## src/rtl/wave_classifier_if.sv

```systemverilog
// wave_classifier_if: sample stream into the classifier and classification results out of it
interface wave_classifier_if #(
  parameter int PW = 6
);
  logic          sample_valid;
  logic [4:0]    sample;
  logic [1:0]    wave_type;
  logic [PW-1:0] period;
  logic          locked;
  logic          err;
  logic [7:0]    err_cnt;
  modport master (output sample_valid, sample, input wave_type, period, locked, err, err_cnt);
  modport slave  (input sample_valid, sample, output wave_type, period, locked, err, err_cnt);
endinterface

```

## src/rtl/wave_classifier.sv

```systemverilog
// wave_classifier: classifies a 5-bit sample stream as square/sawtooth/triangle and locks on its period; lock-loss counter built only with WAVE_CLASSIFIER_ERR_CNT_EN
module wave_classifier #(
  parameter int MAX_LEVEL = 20,
  parameter int PW = 6
) (
  input logic clk,
  input logic rst,
  wave_classifier_if.slave bus
);
  typedef enum logic [2:0] {IDLE, ACQ, MEAS, CONF, LOCK} state_t;
  localparam logic [4:0] TOP = 5'(MAX_LEVEL);
  localparam logic [PW-1:0] ONE = PW'(1);
  localparam logic [PW-1:0] CMAX = '1;
  state_t state, ns;
  logic [4:0] s, p;
  logic v;
  logic [2:0] mask, compat, nmask;
  logic [PW-1:0] cnt, cnt_nx, p1, period_d;
  logic last_dn, hold, up, dn, jup, jdn, marker, sat, mask_rst, err_d, locked_d;
  logic [1:0] type_d;
  assign s = bus.sample;
  assign v = bus.sample_valid;
  // delta class of the new sample against the previous one; 6-bit compares keep 0/31 from wrapping
  assign hold = s == p;
  assign up = {1'b0, s} == {1'b0, p} + 6'd1;
  assign dn = {1'b0, s} + 6'd1 == {1'b0, p};
  assign jup = p == 5'd0 && s == TOP;
  assign jdn = p == TOP && s == 5'd0;
  // compatible types {sq, saw, tri} for this delta; BAD yields 000
  assign compat = {hold | jup | jdn, up | jdn, up | dn};
  assign nmask = mask & compat;
  // a marker needs the narrowed mask to be one-hot, so an incompatible delta can never be a marker
  assign marker = $onehot(nmask) && (nmask[2] && jup || nmask[1] && jdn || nmask[0] && up && last_dn);
  assign cnt_nx = marker ? ONE : cnt == CMAX ? CMAX : cnt + ONE;
  assign sat = cnt_nx == CMAX;
  assign mask_rst = nmask == 3'b000 || (ns == ACQ && state != ACQ);
  // state register
  always_ff @(posedge clk or posedge rst) begin
    if (rst) state <= IDLE;
    else state <= ns;
  end
  // next state: only valid samples advance; mask collapse or counter saturation drops back to ACQ
  always_comb begin
    ns = state;
    if (v) begin
      if (state == IDLE) ns = ACQ;
      else if (nmask == 3'b000 || (sat && state != ACQ)) ns = ACQ;
      else if (marker) ns = state == ACQ ? MEAS : state == MEAS ? CONF : cnt == p1 ? LOCK : state == CONF ? CONF : ACQ;
    end
  end
  // output values to register; the type comes from the one-hot mask on the locking sample
  always_comb begin
    locked_d = ns == LOCK;
    type_d = !locked_d ? 2'd3 : nmask[2] ? 2'd0 : nmask[1] ? 2'd1 : 2'd2;
    period_d = locked_d ? p1 : '0;
    err_d = v && state == LOCK && ns != LOCK;
  end
  // sample history, mask, period counter and reference period
  always_ff @(posedge clk or posedge rst) begin
    if (rst) begin
      p <= '0;
      mask <= 3'b111;
      cnt <= '0;
      p1 <= '0;
      last_dn <= 1'b0;
    end else if (v) begin
      p <= s;
      mask <= mask_rst ? 3'b111 : nmask;
      if (state != IDLE) begin
        cnt <= cnt_nx;
        p1 <= marker && ns == CONF ? cnt : p1;
        last_dn <= hold ? last_dn : dn;
      end
    end
  end
  // registered outputs; err is a single-cycle pulse even if the next cycle carries no sample
  always_ff @(posedge clk or posedge rst) begin
    if (rst) begin
      bus.wave_type <= 2'd3;
      bus.period <= '0;
      bus.locked <= 1'b0;
      bus.err <= 1'b0;
    end else begin
      bus.err <= err_d;
      if (v) begin
        bus.wave_type <= type_d;
        bus.period <= period_d;
        bus.locked <= locked_d;
      end
    end
  end
`ifdef WAVE_CLASSIFIER_ERR_CNT_EN
  logic [7:0] ec;
  // saturating count of lock losses
  always_ff @(posedge clk or posedge rst) begin
    if (rst) ec <= '0;
    else if (err_d && ec != 8'hff) ec <= ec + 8'd1;
  end
  assign bus.err_cnt = ec;
`else
  assign bus.err_cnt = '0;
`endif
endmodule

```

## src/flat_wrapper.sv

```systemverilog
// flat-port wrapper written by rule: the top's interface ports become plain ports
module wave_classifier_flat 
#(
  parameter int MAX_LEVEL = 20,
  parameter int PW = 6
)
  (clk, rst, bus_sample_valid, bus_sample, bus_wave_type, bus_period, bus_locked, bus_err, bus_err_cnt);
  wave_classifier_if #(.PW(PW)) bus_i ();
  input logic clk;
  input logic rst;
  input wire logic [$bits(bus_i.sample_valid)-1:0] bus_sample_valid;
  input wire logic [$bits(bus_i.sample)-1:0] bus_sample;
  output wire logic [$bits(bus_i.wave_type)-1:0] bus_wave_type;
  output wire logic [$bits(bus_i.period)-1:0] bus_period;
  output wire logic [$bits(bus_i.locked)-1:0] bus_locked;
  output wire logic [$bits(bus_i.err)-1:0] bus_err;
  output wire logic [$bits(bus_i.err_cnt)-1:0] bus_err_cnt;
  assign bus_i.sample_valid = bus_sample_valid;
  assign bus_i.sample = bus_sample;
  assign bus_wave_type = bus_i.wave_type;
  assign bus_period = bus_i.period;
  assign bus_locked = bus_i.locked;
  assign bus_err = bus_i.err;
  assign bus_err_cnt = bus_i.err_cnt;
  wave_classifier #(.MAX_LEVEL(MAX_LEVEL), .PW(PW)) u_core (.clk(clk), .rst(rst), .bus(bus_i));
endmodule
```

## config.mk

```make
export PLATFORM = sky130hd
export DESIGN_NAME = wave_classifier_flat
export DESIGN_NICKNAME = d
export VERILOG_FILES = /design/src/rtl/wave_classifier_if.sv /design/src/rtl/wave_classifier.sv /design/src/flat_wrapper.sv
export SDC_FILE = /design/constraint.sdc
export NUM_CORES = 1
export LEC_CHECK = 0
export CELL_PAD_IN_SITES_DETAIL_PLACEMENT = 1
export CELL_PAD_IN_SITES_GLOBAL_PLACEMENT = 1
export CORE_UTILIZATION = 30
export CTS_CLUSTER_SIZE = 40
export DETAILED_ROUTE_END_ITERATION = 10
export DONT_BUFFER_PORTS = 1
export HOLD_SLACK_MARGIN = 0.1
export PLACE_DENSITY_LB_ADDON = 0.12
export SYNTH_ARGS = -nofsm -noshare
export SYNTH_HDL_FRONTEND = slang
export SYNTH_SLANG_ARGS = --single-unit
```

## constraint.sdc

```tcl
create_clock -name clk -period 4.26 [get_ports clk]
set_input_delay 0.852 -clock clk [delete_from_list [all_inputs] [get_ports clk]]
set_output_delay 0.852 -clock clk [all_outputs]
set_load 0.02 [all_outputs]
```

=== After elaboration in Yosys (flattened, before gate mapping) ===
Cells that the tools add are included.

* Add/sub/neg operators: 5
* Equality and inequality tests: 18
* Mux-type cells: 15
* Bitwise logic cells: 6
* Reductions and logical operators: 24

{| class="wikitable"
|+ Operators by type and width
! cell !! count
|-
| $mux 3 || 8
|-
| $mux 6 || 3
|-
| $add 5x1->6 const B || 2
|-
| $eq 6x6->1 const B || 2
|-
| $logic_and 1x1->1 || 12
|-
| $eq 5x5->1 const B || 2
|-
| $logic_not 5->1 || 2
|-
| $eq 3x2->1 const B || 3
|-
| $mux 2 || 4
|-
| $add 6x1->6 const B || 1
|-
| $eq 3x1->1 const B || 2
|-
| $eq 3x3->1 const B || 2
|-
| $eq 5x6->1 || 1
|-
| $eq 6x5->1 || 1
|-
| $eq 6x6->1 || 1
|-
| $logic_not 3->1 || 2
|-
| $reduce_and 3->1 || 2
|-
| $eq 5x5->1 || 1
|-
| $logic_or 1x1->1 || 4
|-
| $or 1x1->1 || 4
|-
| $and 3x3->3 || 1
|-
| $ne 3x1->1 const B || 1
|-
| $ne 3x3->1 const B || 1
|-
| $reduce_bool 3->1 || 1
|-
| other kinds (5) || 5
|}

* Register bits after elaboration: 34
* Input bits: 8
* Logic and storage cells: 78

=== Longest topological paths before layout ===
Gate-level depths: netlist (run 1).

* Depth in word-level cells: 20
* Mapped depth: 17

=== Worst setup path after synthesis (run 1) ===
No wires, ideal clock.

* Kind: input-to-reg
* Start: in bus_sample[1]
* End: reg u_core.p1[2]
* Library setup time: 0.125 ns
* Data arrival time: 3.979 ns
* Data required time: 4.135 ns
* Slack: 0.156 ns
* Stages on the path: 15
* Buffers on the path: 2
* Cell sequence: clkbuf_1 > inv_1 > ha_1 > xor2_1 > a211oi_1 > o211ai_1 > o22ai_1 > fa_1 > nand2b_1 > or3b_1 > buf_6 > o41ai_2 > nand2_1 > a2111o_4 > mux2_4

* Cells in the longest elaborated chain, start to end: 19

{| class="wikitable"
|+ Ends and longest elaborated chain
! item !! RTL line !! text
|-
| start, declared || flat_wrapper.sv:12 || <nowiki>input wire logic [$bits(bus_i.sample)-1:0] bus_sample;</nowiki>
|-
| branches (longest 17 deep; another with $add 5x1->6) || - ||
|-
| $logic_and 1x1->1 (*) || wave_classifier.sv:71 || <nowiki>p1 <= marker && ns == CONF ? cnt : p1;</nowiki>
|-
| $reduce_and 3->1 (no source line) (*) || - ||
|-
| end signal, assigned || wave_classifier.sv:71 ||
|-
| end, declared || wave_classifier.sv:18 || <nowiki>logic [PW-1:0] cnt, cnt_nx, p1, period_d;</nowiki>
|}

Mark *: on every way between the ends.
A chain may end at the register's enable or synchronous reset.

=== Final worst setup path (run 1) ===
* Start: reg u_core.p[1]
* End: reg u_core.p1[3]

* Cells in the longest elaborated chain, start to end: 19

{| class="wikitable"
|+ Ends and longest elaborated chain
! item !! RTL line !! text
|-
| start, declared || wave_classifier.sv:15 || <nowiki>logic [4:0] s, p;</nowiki>
|-
| start signal, assigned || wave_classifier.sv:67 || <nowiki>p <= s;</nowiki>
|-
| branches (longest 17 deep; another with $add 5x1->6) || - ||
|-
| $logic_and 1x1->1 (*) || wave_classifier.sv:71 ||
|-
| $reduce_and 3->1 (no source line) (*) || - ||
|}

Marked as above.

==> impl_metrics.env, run 1 <==
export IMPL_maxSlewHeadroom_pct=63.2
export IMPL_synthArstFlopShare_pct=100
export IMPL_placement_io_buffers=0
export IMPL_drc=0
export IMPL_ant_nets=0
export IMPL_synth_area_um2=2440
export IMPL_finalInstanceArea_um2=2560
export IMPL_fin_hold_ws_ns=0.517
export IMPL_hold_path_class="flip-flop to flip-flop"
export IMPL_fillCellCount=901
export IMPL_drive_gt1_share_pct=17.3
export IMPL_cp_num_buf_inv=1
export IMPL_path_clk_slew_ns=0.08
export IMPL_syn2layout_area_growth_pct=5.29
export IMPL_core_um2=7810
export IMPL_crit_top_cell="nand2_1"
export IMPL_post_dp_cell_area_um2=2470
export IMPL_drtIter0Drc=54
export IMPL_synth_seq_cells=34
export IMPL_cts_setup_buffers=0
export IMPL_num_rows=32
export IMPL_cts_tree="done"
export IMPL_finalPower_uw=917
export IMPL_max_freq_mhz=255
export IMPL_viasPerCell=5.26
export IMPL_path_max_fanout=8
export IMPL_cp_required_ns=4.43
export IMPL_synthFlopType="dfrtp_1"
export IMPL_p_leak_nw=1.06
export IMPL_die_x_um=92.1
export IMPL_nets=262
export IMPL_holdBufCountCts=0
export IMPL_dp_cells=343
export IMPL_dr_pass1_iters=4
export IMPL_place_detailed_hpwl_mm=4.53
export IMPL_place_ws_ns=0.160
export IMPL_grt_overflow=0
export IMPL_dieArea_um2=8480
export IMPL_crit_family="compound AO/OA/AOI/OAI gates"
export IMPL_slowest_delay_ns=0.55
export IMPL_worstSetupPathType="flip-flop to flip-flop"
export IMPL_finalClockSkew_ns=0.00593
export IMPL_fin_util_pct=32.9
export IMPL_cts_root_buf="clkbuf_8"
export IMPL_min_period_ns=3.92
export IMPL_cp_start_kind="flip-flop"
export IMPL_cap_viol_max_count=0
export IMPL_ctsLongestPathBuffers=2
export IMPL_multi_input_area_um2=1390
export IMPL_vias=1845
export IMPL_crit_path_top_delay_cell="a2111o_4"
export IMPL_wl_mm=6.19
export IMPL_worst_skew_pair_late_latency_ns=0.29
export IMPL_seq_area_um2=857
export IMPL_grt_start_max_net_pins=35
export IMPL_numCtsBuffers=5
export IMPL_hold_viol_final=0
export IMPL_slew_violations=0
export IMPL_gp_congestion=0.770
export IMPL_start_util_pct=31.2
export IMPL_wl_per_cell_um=17.6
export IMPL_grt_pass1_wl_mm=10.4
export IMPL_antenna_found_initial=0
export IMPL_post_cts_resized=0
export IMPL_synth_edf_count=0
export IMPL_layout_cells_non_filler=351
export IMPL_worst_slack_ns=0.337
export IMPL_yosysWarnings=0
export IMPL_ios=26
export IMPL_cts_sinks=34
export IMPL_vdd_drop_max_mv=0.197
export IMPL_status="complete, no violations"
export IMPL_avgSynthCellArea_um2=9.67
export IMPL_seq_area_frac_synth_pct=35.2
export IMPL_grt_pass1_vias=1945
export IMPL_setup_viol=0
export IMPL_diodes=0
export IMPL_end_kind="flip-flop"
export IMPL_rsz0062_at_grt="false"
export IMPL_finalCritPeriodShare_pct=92.1
export IMPL_grt_usage_pct=15.8
export IMPL_h_tree_depth=2
export IMPL_tns_ns=0
export IMPL_crit_arrival_ns=4.10
export IMPL_cellPowerDensity_nw_per_um2=358
export IMPL_path_cells="inv_1, ha_1, xor2_1, a211oi_4, nand2_1, nor2_1, o21a_1, fa_1, nand2b_1, or3b_1, o41ai_2, nand2_1, a2111o_4, mux2_4"
export IMPL_worst_pin_slew_ns=0.550
export IMPL_ys_types=64
export IMPL_synth_cells=252
export IMPL_dieHeight_um=92.1
cells in the final DEF, fill, tap and decap left out, types with 3 or more instances in the layout:
cell type,n
clkbuf_8,6
nand2_1,14
and3_1,3
nand4_1,3
conb_1,8
nor2_1,17
buf_4,7
nand2b_1,7
a31oi_1,8
o211ai_1,3
xor2_1,7
nand3_1,7
a41o_1,3
dfrtp_1,29
o21ai_0,15
inv_1,12
dfstp_2,5
a22oi_1,3
xnor2_1,10
a32o_1,6
mux2_4,6
mux2_2,3
and2_1,3
ha_1,5
a21oi_1,9
report_power, final:
part | internal (mW) | total (mW) | switching [mW]
logic | 0.0939 | 0.211 | 0.117
clock network | 0.130 | 0.263 | 0.133
registers | 0.366 | 0.443 | 0.0771
cell type report:
type                       instances  share of cell area (%)
clock buffer                       6                    3.22
inverter                          12                    1.76
multi-input combinational        188                    54.1
clock inverter                     2                   0.488
tap                              102                    4.98
sequential                        34                    33.4
timing repair buffer               7                    2.05
flip-flops by register name, summed over array words and instances, names as in the netlist:
signal and cells:
u_core.bus.err 1, u_core.bus.locked 1, u_core.bus.period 6, u_core.bus.wave_type 2, u_core.cnt 6, u_core.last_dn 1
u_core.mask 3, u_core.p 5, u_core.p1 6, u_core.state 3
path summary, 6_finish.rpt:
| check | from | end | slack, ns | cells past startpoint |
|---|---|---|---|---|
| max | u_core.p[1] | u_core.p1[3] | 0.34 | 14 |
| min | u_core.last_dn | u_core.last_dn | 0.52 | 1 |
| max reg2reg | u_core.p[1] | u_core.p1[3] | 0.34 | 14 |
| min reg2reg | u_core.last_dn | u_core.last_dn | 0.52 | 1 |
| max in group asynchronous | rst | u_core.mask[2] | 3.35 | 2 |
| min in group asynchronous | rst | u_core.bus.period[0] | 0.55 | 2 |
kinds of logic (layout without fill, tap and decap cells):
group | after synthesis | after routing | synth area share, %
compound gates | 79 | 79 | 25.8
other cells | 1 | 8 | 0.154
simple gates | 69 | 69 | 15.3
xor+xnor | 17 | 17 | 6.11
buf+inv | 37 | 27 | 8.94
fa+ha+maj | 6 | 6 | 3.39
mux | 9 | 9 | 5.08
flops | 34 | 34 | 35.2
synthesized netlist by cell type, types with 2 or more instances:
cell type	count	area [um^2]
mux2_2	3	33.8
buf_1	2	7.51
a41o_1	3	30.0
a211oi_1	2	15.0
a21oi_1	9	45.0
dfrtp_1	29	726
xor2_1	7	61.3
nand3_1	7	35.0
clkbuf_1	6	22.5
mux2_4	6	90.1
buf_2	3	15.0
nand2_1	14	52.6
and3_1	3	18.8
a32o_1	6	60.1
o2111ai_1	2	17.5
nor3_1	2	10.0
nand2b_1	7	43.8
a31oi_1	8	50.1
a22o_1	2	17.5
nor3b_1	2	15.0
o31ai_1	2	15.0
o21ai_1	2	10.0
a22oi_1	3	22.5
buf_6	6	67.6
nand4_1	3	18.8
o211ai_1	3	22.5
nand3b_1	2	15.0
nor2_1	17	63.8
and4bb_2	2	25.0
ha_1	5	62.6
o21ai_0	15	75.1
inv_1	12	45.0
a221oi_2	2	30.0
o21a_1	2	15.0
and2_1	3	18.8
xnor2_1	10	87.6
buf_4	8	60.1
o22ai_1	2	12.5
dfstp_2	5	131
worst reg2reg max path, stage by stage (launching register included):
cell	delay [ns]
dfrtp_1	0.45
inv_1	0.09
ha_1	0.29
xor2_1	0.27
a211oi_4	0.09
nand2_1	0.15
nor2_1	0.06
o21a_1	0.20
fa_1	0.49
nand2b_1	0.10
or3b_1	0.50
o41ai_2	0.13
nand2_1	0.12
a2111o_4	0.55
mux2_4	0.32
layer usage:
metal  part of all wire, %  wire length (um)  global-route usage (%)  vias up
li1                      -                 -                       -      898
met1                    46              2830                    19.6      922
met2                    50              3100                    27.5       23
met3                   3.6               221                    3.32        2
met4                  0.65                40                    4.30        0
met5                     0                 0                       0        -
(Power assumes the default switching activity.)
==> run 2: changes to the inputs <==
--- a/config.mk
+++ b/config.mk
@@ -5,8 +5,6 @@
 export SDC_FILE = /design/constraint.sdc
 export NUM_CORES = 1
 export LEC_CHECK = 0
-export CELL_PAD_IN_SITES_DETAIL_PLACEMENT = 1
-export CELL_PAD_IN_SITES_GLOBAL_PLACEMENT = 1
 export CORE_UTILIZATION = 30
 export CTS_CLUSTER_SIZE = 40
 export DETAILED_ROUTE_END_ITERATION = 10
==> run 2 against run 1 <==
Clock-buffer cell count decreased by 1. Cell area increased by 0.44%. Final cell count decreased by 0.28%. Maximum frequency increased by 1.2%. First-iteration DRC count increased to 2.6 times the previous value. Register-to-register slack improved by 0.05 ns. Die area unchanged. Total power increased by 4.6%. Utilization increased by 0.14 points. Critical endpoint is now u_core.mask[0].
==> impl_metrics.env, run 2 (synthesis gave the netlist of run 1 again) <==
export IMPL_tns_ns=0
export IMPL_gp_congestion=0.779
export IMPL_cts_tree="done"
export IMPL_finalPower_uw=959
export IMPL_start_util_pct=31.2
export IMPL_final_cell_mix="dfrtp_1, nor2_1, o21ai_0, nand2_1, inv_1"
export IMPL_drc=0
export IMPL_ios=26
export IMPL_numCtsBuffers=5
export IMPL_hold_depth=1
export IMPL_hold_viol_final=0
export IMPL_setup_viol=0
export IMPL_fillCellCount=810
export IMPL_h_tree_depth=2
export IMPL_cp_start_kind="flip-flop"
export IMPL_grt_pass1_wl_mm=9.54
export IMPL_hold_path_class="flip-flop to flip-flop"
export IMPL_ctsLongestPathBuffers=2
export IMPL_layout_commonest_cell="dfrtp_1"
export IMPL_dieHeight_um=92.1
export IMPL_cts_setup_buffers=0
export IMPL_post_cts_resized=0
export IMPL_die_x_um=92.1
export IMPL_finalClockSkew_ns=0.00687
export IMPL_top_regs="u_core.bus.period x6, u_core.cnt x6, u_core.p1 x6"
export IMPL_syn2layout_area_growth_pct=5.75
export IMPL_cap_viol_max_count=0
export IMPL_path_max_fanout=8
export IMPL_worst_pin_slew_ns=0.581
export IMPL_dieArea_um2=8480
export IMPL_crit_arrival_ns=4.09
export IMPL_antenna_found_initial=0
export IMPL_viasPerCell=5.30
export IMPL_vias=1855
export IMPL_status="complete, no violations"
export IMPL_core_um2=7810
export IMPL_path_clk_slew_ns=0.07
export IMPL_grt_pass1_vias=1854
export IMPL_cts_sinks=34
export IMPL_wl_per_cell_um=15.7
export IMPL_maxSlewHeadroom_pct=61.1
export IMPL_worst_skew_pair_late_latency_ns=0.29
export IMPL_drtIter0Drc=139
export IMPL_nets=261
export IMPL_grt_start_max_net_pins=35
export IMPL_end_kind="flip-flop"
export IMPL_max_freq_mhz=258
export IMPL_rsz0062_at_grt="false"
export IMPL_wl_mm=5.49
export IMPL_cellPowerDensity_nw_per_um2=372
export IMPL_holdBufCountCts=0
export IMPL_diodes=0
export IMPL_vdd_drop_max_mv=0.160
export IMPL_cp_required_ns=4.48
export IMPL_ant_nets=0
export IMPL_num_rows=32
export IMPL_slew_violations=0
export IMPL_finalCritPeriodShare_pct=91.0
export IMPL_grt_usage_pct=14.5
export IMPL_drive_gt1_share_pct=16.9
export IMPL_min_period_ns=3.88
export IMPL_placement_io_buffers=0
export IMPL_cts_root_buf="clkbuf_8"
export IMPL_rr_worst_depth=15
export IMPL_worstSetupPathType="flip-flop to flip-flop"
export IMPL_place_detailed_hpwl_mm=3.96
export IMPL_dr_pass1_iters=4
export IMPL_grt_overflow=0
export IMPL_p_leak_nw=1.06
[run 2: cell types whose count changed in the layout (fill, tap and decap cells not counted)]
cell | before | now
clkbuf_8 | 6 | 5
bufinv_16 | 0 | 1
clkinv_2 | 1 | 0
clkinvlp_4 | 1 | 2
buf_4 | 7 | 6
[run 2: layer usage]
metal	GRT usage, %	up-vias	share of wire (%)
li1	-	896	-
met1	20.0	909	51
met2	21.3	42	43
met3	3.73	8	4.6
met4	5.99	0	1.9
met5	0	-	0
[run 2: worst max-delay path, stage by stage (launching register included)]
cell and delay (ns):
dfrtp_1 0.45, inv_1 0.08, ha_1 0.29, xor2_1 0.26, a211oi_4 0.09, nand2_1 0.13
nor2_1 0.06, o21a_1 0.20, fa_1 0.49, nand2b_1 0.10, or3b_1 0.50, and2_1 0.25
buf_4 0.18, o31a_1 0.33, a41o_1 0.22, a31oi_1 0.15
[run 2: metrics by stage]
stage               utilization (%)  hold WS (ns)  instance area, um^2  cells  worst slack, ns
finish                         33.0         0.527                 2580    350            0.385
global route                   33.0         0.534                 2580    350           0.0989
CTS                            33.0         0.529                 2580    350            0.371
detailed placement             31.5         0.512                 2460    342            0.199
global placement               31.5         0.495                 2460    342            0.110
floorplan                         -         0.480                 2460    259            0.156
[run 2: layout make-up]
| class | instances | area (um^2) | share of cell area, % |
|---|---|---|---|
| Clock buffer | 5 | 68.8 | 2.67 |
| Clock inverter | 3 | 45.0 | 1.75 |
| Inverter | 12 | 45.0 | 1.75 |
| Multi-Input combinational cell | 188 | 1390 | 53.9 |
| Sequential cell | 34 | 857 | 33.3 |
| Tap cell | 102 | 128 | 4.95 |
| Timing Repair Buffer | 6 | 45.0 | 1.75 |
[run 2: final timing paths]
check / startpoint / endpoint / slack, ns
min: u_core.last_dn / u_core.last_dn / 0.53
min reg2reg: u_core.last_dn / u_core.last_dn / 0.53
max reg2reg: u_core.p[1] / u_core.mask[0] / 0.38
max: u_core.p[1] / u_core.mask[0] / 0.38
min in group asynchronous: rst / u_core.bus.period[5] / 0.54
max in group asynchronous: rst / u_core.mask[0] / 3.37
[run 2: report_power, final]
part | leakage (nW) | internal [mW] | switching [mW]
clock network | 0.0504 | 0.174 | 0.132
registers | 0.428 | 0.366 | 0.0767
logic | 0.581 | 0.0948 | 0.115
==> run 3: changes to the inputs <==
--- a/config.mk
+++ b/config.mk
@@ -5,7 +5,8 @@
 export SDC_FILE = /design/constraint.sdc
 export NUM_CORES = 1
 export LEC_CHECK = 0
-export CORE_UTILIZATION = 30
+export CORE_UTILIZATION = 40
+export CTS_BUF_LIST = sky130_fd_sc_hd__clkbuf_2
 export CTS_CLUSTER_SIZE = 40
 export DETAILED_ROUTE_END_ITERATION = 10
 export DONT_BUFFER_PORTS = 1
==> run 3 against run 2 <==
Sequential power down 1%. Cell area decreased by 2.7%. Clock-buffer cell count is the same. Critical endpoint is now u_core.p1[1].
==> impl_metrics.env, run 3 (synthesis gave the netlist of run 1 again) <==
export IMPL_status="complete, no violations"
export IMPL_placement_io_buffers=0
export IMPL_worst_slack_ns=0.401
export IMPL_antenna_found_initial=0
export IMPL_post_cts_resized=0
export IMPL_nets=262
export IMPL_cts_sinks=34
export IMPL_grt_usage_pct=17.9
export IMPL_start_util_pct=41.4
export IMPL_worstSetupPathType="flip-flop to flip-flop"
export IMPL_dieHeight_um=80.0
export IMPL_worst_pin_slew_ns=0.548
export IMPL_layout_commonest_cell="dfrtp_1"
export IMPL_syn2layout_area_growth_pct=2.93
export IMPL_drive_gt1_share_pct=16.5
export IMPL_ctsLongestPathBuffers=2
export IMPL_drc=0
export IMPL_maxSlewHeadroom_pct=63.4
export IMPL_cts_tree="done"
export IMPL_core_um2=5890
export IMPL_intPower_uw=555
export IMPL_gp_congestion=0.795
export IMPL_cellPowerDensity_nw_per_um2=339
export IMPL_power_frac_comb_pct=25.0
export IMPL_setup_viol=0
export IMPL_layout_cells_non_filler=323
export IMPL_ios=26
export IMPL_hold_path_class="primary input to asynchronous set/reset pin"
export IMPL_place_detailed_hpwl_mm=3.82
export IMPL_final_cell_mix="dfrtp_1, nor2_1, o21ai_0, nand2_1, inv_1"
export IMPL_dp_cells=316
export IMPL_path_max_fanout=8
export IMPL_dr_pass1_iters=4
export IMPL_numCtsBuffers=5
export IMPL_fillCellCount=588
export IMPL_path_clk_slew_ns=0.17
export IMPL_finalCritPeriodShare_pct=90.6
export IMPL_place_ws_ns=0.217
export IMPL_num_rows=28
export IMPL_cap_viol_max_count=0
export IMPL_crit_arrival_ns=4.14
export IMPL_end_kind="flip-flop"
export IMPL_vias=1842
export IMPL_rsz0062_at_grt="false"
export IMPL_seqPwrFrac_pct=51.5
export IMPL_grt_pass1_vias=1785
export IMPL_vdd_drop_max_mv=0.240
export IMPL_diodes=0
export IMPL_hold_viol_final=0
export IMPL_sw_frac_of_total_pct=34.7
export IMPL_cts_setup_buffers=0
export IMPL_wl_mm=5.22
export IMPL_top_regs="u_core.bus.period x6, u_core.cnt x6, u_core.p1 x6"
export IMPL_ant_nets=0
export IMPL_cp_required_ns=4.54
export IMPL_drtIter0Drc=118
export IMPL_p_leak_nw=1.05
export IMPL_grt_start_max_net_pins=35
export IMPL_grt_pass1_wl_mm=8.87
export IMPL_netSwitchingPower_uw=295
export IMPL_finalClockSkew_ns=0.00552
export IMPL_p_clk_share_pct=23.5
export IMPL_viasPerCell=5.70
export IMPL_h_tree_depth=2
export IMPL_grt_overflow=0
export IMPL_cp_start_kind="flip-flop"
export IMPL_dieArea_um2=6410
export IMPL_cts_root_buf="clkbuf_2"
export IMPL_tns_ns=0
export IMPL_max_freq_mhz=259
export IMPL_wl_per_cell_um=16.2
export IMPL_min_period_ns=3.86
export IMPL_slew_violations=0
export IMPL_die_x_um=80.0
export IMPL_worst_skew_pair_late_latency_ns=0.37
export IMPL_holdBufCountCts=0
run 3: cell count changes in the layout (fill, tap and decap cells not counted):
cell	change
clkbuf_2	+5
clkbuf_8	-5
clkinvlp_4	-2
buf_12	+1
clkinv_1	+1
run 3: path summary, 6_finish.rpt:
| path | cells past startpoint | slack [ns] | to | start |
|---|---|---|---|---|
| min | 2 | 0.44 | u_core.p[0] | rst |
| min reg2reg | 1 | 0.53 | u_core.last_dn | u_core.last_dn |
| max reg2reg | 14 | 0.40 | u_core.p1[1] | u_core.p[1] |
| min in group clk | 1 | 0.53 | u_core.last_dn | u_core.last_dn |
| max in group asynchronous | 2 | 3.47 | u_core.bus.wave_type[0] | rst |
| max | 14 | 0.40 | u_core.p1[1] | u_core.p[1] |
run 3: power groups by stage:
| stage | sequential [mW] | clock (mW) | combinational, mW |
|---|---|---|---|
| after floorplan | 0.405 | 0 | 0.215 |
| after global placement | 0.446 | 0 | 0.211 |
| after CTS | 0.437 | 0.208 | 0.214 |
| after detailed placement | 0.444 | 0 | 0.211 |
| final | 0.438 | 0.200 | 0.212 |
| after global routing | 0.446 | 0.223 | 0.240 |
run 3: layout make-up:
| class | count | area, um^2 | share of cell area [%] |
|---|---|---|---|
| clock buffer | 5 | 25.0 | 0.998 |
| clock inverter | 2 | 33.8 | 1.35 |
| inverter | 12 | 45.0 | 1.80 |
| multi-input combinational | 188 | 1390 | 55.3 |
| sequential | 34 | 857 | 34.2 |
| tap | 75 | 93.8 | 3.74 |
| timing repair buffer | 7 | 65.1 | 2.59 |
run 3: critical path: stages (launching register included):
cell	delay (ns)
dfrtp_1	0.48
inv_1	0.08
ha_1	0.29
xor2_1	0.26
a211oi_4	0.09
nand2_1	0.14
nor2_1	0.06
o21a_1	0.20
fa_1	0.49
nand2b_1	0.09
or3b_1	0.49
o41ai_2	0.11
nand2_1	0.11
a2111o_4	0.55
mux2_4	0.32
run 3: through the flow:
stage | utilization (%) | power (mW) | hold slack, ns | instance area, um^2
floorplan | - | 0.620 | 0.480 | 2460
global placement | 41.6 | 0.657 | 0.493 | 2450
detailed placement | 41.6 | 0.655 | 0.497 | 2450
CTS | 42.6 | 0.859 | 0.442 | 2510
global route | 42.6 | 0.909 | 0.432 | 2510
finish | 42.6 | 0.851 | 0.438 | 2510
run 3: metal layers:
| metal | share of wire [%] | GRT usage (%) | routed length [um] | vias to the layer above |
|---|---|---|---|---|
| met5 | 0 | 0 | 0 | - |
| met4 | 1.1 | 5.71 | 60 | 0 |
| met3 | 4.5 | 4.69 | 237 | 6 |
| met2 | 45 | 27.4 | 2380 | 42 |
| met1 | 49 | 24.6 | 2550 | 900 |
| li1 | - | - | - | 894 |
